[src/rtl/comp_pkg.sv]
// Shared FSM encoding and sizing helper for the serial digit comparator.
package comp_pkg;

    typedef enum logic [1:0] {
        ST_IDLE = 2'd0,
        ST_RUN  = 2'd1,
        ST_DONE = 2'd2
    } state_t;

    // Digit counter width; kept at 1 bit even when there is a single digit.
    function automatic int cnt_w(input int digits);
        return (digits > 1) ? $clog2(digits) : 1;
    endfunction

endpackage

[src/rtl/comp_digit.sv]
// Unsigned magnitude compare of one D-bit digit pair.
module comp_digit #(
    parameter int D = 1
) (
    input  logic [D-1:0] da,
    input  logic [D-1:0] db,
    output logic         dgt,
    output logic         dlt
);

    assign dgt = (da > db);
    assign dlt = (da < db);

endmodule

[src/rtl/comp_serial_n_bit.sv]
// Serial MSB-first comparator: one D-bit digit per cycle, stops at the first
// differing digit. Signed mode biases the sign bit so the unsigned walk works.
module comp_serial_n_bit
    import comp_pkg::*;
#(
    parameter int N = 8,
    parameter int D = 1
) (
    input  logic         clk,
    input  logic         rst,
    input  logic         start,
    input  logic         cmp_signed,
    input  logic [N-1:0] a,
    input  logic [N-1:0] b,
    output logic         busy,
    output logic         done,
    output logic         gt,
    output logic         eq,
    output logic         lt
);

    localparam int NDIG = (D > 0) ? N / D : 1;
    localparam int CW   = cnt_w(NDIG);
    localparam logic [CW-1:0] LAST = CW'(NDIG - 1);
    localparam logic [N-1:0]  SIGN = N'(1) << (N - 1);

    generate
        if (D < 1 || D > N || (N % D) != 0) begin : g_bad_param
            $error("comp_serial_n_bit: D must satisfy 1 <= D <= N and N %% D == 0");
        end
    endgenerate

    state_t        state;
    logic [N-1:0]  sa, sb;
    logic [CW-1:0] cnt;
    logic          dgt, dlt;

    comp_digit #(.D(D)) u_digit (
        .da  (sa[N-1 -: D]),
        .db  (sb[N-1 -: D]),
        .dgt (dgt),
        .dlt (dlt)
    );

    always_ff @(posedge clk or posedge rst) begin
        if (rst) begin
            state <= ST_IDLE;
            sa    <= '0;
            sb    <= '0;
            cnt   <= '0;
            busy  <= 1'b0;
            done  <= 1'b0;
            gt    <= 1'b0;
            eq    <= 1'b0;
            lt    <= 1'b0;
        end else begin
            case (state)
                ST_IDLE: begin
                    if (start) begin
                        sa    <= cmp_signed ? (a ^ SIGN) : a;
                        sb    <= cmp_signed ? (b ^ SIGN) : b;
                        cnt   <= '0;
                        gt    <= 1'b0;
                        eq    <= 1'b0;
                        lt    <= 1'b0;
                        busy  <= 1'b1;
                        state <= ST_RUN;
                    end
                end
                ST_RUN: begin
                    if (dgt || dlt) begin
                        gt    <= dgt;
                        lt    <= dlt;
                        done  <= 1'b1;
                        state <= ST_DONE;
                    end else if (cnt == LAST) begin
                        eq    <= 1'b1;
                        done  <= 1'b1;
                        state <= ST_DONE;
                    end else begin
                        sa  <= sa << D;
                        sb  <= sb << D;
                        cnt <= cnt + CW'(1);
                    end
                end
                ST_DONE: begin
                    done  <= 1'b0;
                    busy  <= 1'b0;
                    state <= ST_IDLE;
                end
                default: state <= ST_IDLE;
            endcase
        end
    end

endmodule

[config.mk]
export PLATFORM = sky130hd
export DESIGN_NAME = comp_serial_n_bit
export DESIGN_NICKNAME = d
export VERILOG_FILES = /design/src/rtl/comp_pkg.sv /design/src/rtl/comp_digit.sv /design/src/rtl/comp_serial_n_bit.sv
export SDC_FILE = /design/constraint.sdc
export NUM_CORES = 1
export LEC_CHECK = 0
export BUFFER_PORTS_ARGS = -buffer_cell sky130_fd_sc_hd__buf_2
export CAP_MARGIN = 5
export CORE_ASPECT_RATIO = 1.25
export CORE_MARGIN = 1.5
export CORE_UTILIZATION = 49
export CTS_CLUSTER_DIAMETER = 200
export DETAILED_ROUTE_END_ITERATION = 12
export GPL_ROUTABILITY_DRIVEN = 0
export PLACE_DENSITY = 0.74
export SYNTH_ARGS = -nofsm -noshare
export SYNTH_HDL_FRONTEND = slang
export SYNTH_SLANG_ARGS = --single-unit
[constraint.sdc]
create_clock -name clk -period 1.9 [get_ports clk]
set_input_delay 0.38 -clock clk [delete_from_list [all_inputs] [get_ports clk]]
set_output_delay 0.38 -clock clk [all_outputs]
set_load 0.1 [all_outputs]
==> flow_summary.yaml <==
run_status:
  status: "finished clean"
cells_and_area:
  layoutNonFillerInstCount: 165
  finalCoreUtilization: 0.5846
  final_cell_area_mm2: 0.001551
  n_antenna_cell: 0
  layout_common_cells: "dfrtp_1 (26), buf_2 (24), mux2_4 (12)"
  nets: 156
  mostFrequentLayoutCell: "dfrtp_1"
  area_delta_synth_final_pct: 14.39
  drive_gt1_frac: 0.4656
sta:
  finClkSkew_ns: 0.01631
  relSlewSlack: 0.6802
  maxSlewViolCount: 0
  timing.fmax_mhz: 550.4
  setup_tns_ns: 0
  fin_crit_ns: 1.817
  rsz0062_at_grt: "no"
  finalWorstSetupSlack_ns: 0.08310
  whs_ns: 0.07679
  tightest_slew_ns: 0.4830
  finalSetupViolations: 0
  fin_crit_sh: 0.9563
  hold_violations: 0
pwr:
  power.switching_mw: 1.030
  cellLeakagePower_nw: 0.7700
  swShare: 0.3806
  power_mw: 2.707
  irDropWorstVdd_uv: 900.6
  p_comb_frac: 0.543
  p_seq_frac: 0.354
  intPower_mw: 1.677
  clkPwrFrac: 0.103
  p_per_area_mw_per_mm2: 1745
worst_setup_path:
  crit_path_end_kind: "flip-flop"
  reg2reg_depth: 6
  setup.worst_path.end: "sb[1]"
  crit-reg2reg-launch: "cnt[0]"
  critical_path.startpoint: "cnt[0]"
  cp.required_ns: 2.11
  r2r-end: "sb[1]"
  start_kind: "flip-flop"
  worst_ep_arrival_time_ns: 2.03
  path_class: "reg2reg"
  cp_max_fo: 15
  r2r_slack_ns: 0.08
logic_synthesis:
  synth_adder_area_share: 0.03690
  synthMuxAreaShare: 0.2694
  synth_seq_area_share: 0.4797
  synthSimpleGateAreaFrac: 0.05258
  synth_cells: 101
  synth_xor_area_frac: 0.01292
  synth_top_area_frac: 0.4797
  ys_warn_count: 0
  synth_area_mm2: 0.001356
  postSynthAreaPerCell_um2: 13.43
  ys_seq_elements: 26
  yosysUniqueCellTypes: 27
  post-synth-top-area-cell: "dfrtp_1"
  synth_top_family_by_area: "multiplexers"
  syn-num-nets: 125
  synth_compound_area_frac: 0.09041
  synthTopCellsByArea: "dfrtp_1 (48%), mux2_4 (13%), mux2_2 (9.1%)"
clock_tree:
  htree_levels: 1
  cts_sinks: 26
  path_clk_slew_ns: 0.15
  cts_tree: "built"
  clk_path_buf_depth: 2
  cts_buffers: 3
  cts-root-buf: "clkbuf_4"
  post_cts_buffers: 0
  worstSkewPairLatency_ns: 0.32
global_routing:
  grt_max_degree: 27
  grt_pass1_wl_um: 3788
  antenna_found_initial: 0
  gr-total-overflow: 0
  grt_pass1_vias: 878
  grt.total_usage: 0.1626
floorplanning:
  fp.coreArea_mm2: 0.002654
  chipWidth_um: 50.06
  initial_core_util: 0.5111
  die_h_um: 61.82
  dieArea_mm2: 0.003094
  fp-row-count: 21
  num_io_pins: 25
placed_design:
  dpl.cell_count: 161
  placed_area_mm2: 0.001510
  dpl.hpwl_um: 1621
  pre_cts_ws_ns: 0.04602
  port-buffer-count: 24
detailed_routing:
  detail-route-antenna-nets: 0
  vias: 864
  wirelength_um: 2224
  dr.pass1.iters: 2
  vias_per_cell: 5.236
  wl_per_cell_um: 13.48
  drc_errors: 0
  drtIter0Drc: 9
job:
  maxCapViolCount: 0
hold_path:
  hold_path_class: "in2async"
==> cells in the mapped netlist <==
library cell	number
a22o_2	1
a32o_1	2
o21bai_1	2
buf_6	3
mux2_4	12
mux2_2	11
nor2_1	4
nand3b_1	1
a21oi_1	3
inv_4	1
a31oi_1	1
mux2i_1	5
a22o_1	2
nor3_1	1
nor2b_4	1
mux2_1	1
buf_12	1
ha_1	4
inv_1	5
nor2b_1	1
dfrtp_1	26
a21o_2	1
o21ai_0	3
nand2_1	3
nand2b_1	2
xor2_1	2
a22oi_1	2
==> timing repair <==
action | 4_1_cts | 5_1_grt
hold buffers | 0 | 0
endpoints found under the setup margin | 0 | 6
resized for setup | 0 | 2
==> final cells by class <==
| cell class | instances | area, um^2 |
|---|---|---|
| clock buffers | 4 | 36.28 |
| fillers | 218 | 1102 |
| inverters | 6 | 30.03 |
| multi-input cells | 65 | 626.9 |
| flip-flops and latches | 26 | 650.6 |
| well taps | 34 | 42.54 |
| repair buffers | 30 | 165.2 |
==> flip-flops by register name, indices dropped and copies added (netlist names) <==
name   count
busy       1
sb         8
cnt        3
sa         8
done       1
gt         1
eq         1
state      2
lt         1
==> worst min-delay path by stage <==
stage	from	to	slack [ns]
floorplan	rst	busy	0.42
global placement	rst	sb[0]	0.44
detailed placement	rst	sb[0]	0.46
CTS	rst	sb[2]	0.09
global route	rst	sb[2]	0.12
finish	rst	sb[2]	0.08
==> power by group through the flow <==
stage	Sequential, mW	Combinational [mW]	Clock [mW]
floorplan	1.09	1.13	0
global placement	0.957	1.43	0
detailed placement	0.967	1.47	0
CTS	0.959	1.48	0.290
global route	0.988	1.61	0.301
finish	0.958	1.47	0.278
==> layer usage <==
layer | global-route usage | part of all wire | wire length [um] | vias to the layer above
li1 | - | - | - | 417
met1 | 0.2016 | 0.46 | 1021 | 428
met2 | 0.2820 | 0.50 | 1120 | 17
met3 | 0.02153 | 0.028 | 62 | 2
met4 | 0.08333 | 0.0090 | 20 | 0
met5 | 0 | 0 | 0 | -
==> critical path, stage by stage (launching register included) <==
cell	delay (ns)
dfrtp_1	0.41
ha_1	0.20
ha_1	0.21
nand3b_1	0.16
a21o_2	0.27
inv_8	0.13
mux2_2	0.34
==> cell families after synthesis <==
kind of cell | count (synthesis)
compound gates | 17
xor+xnor | 2
fa+ha+maj | 4
buf+inv | 10
flops | 26
mux | 29
simple gates | 13
Power figures use the tool's default switching activity.
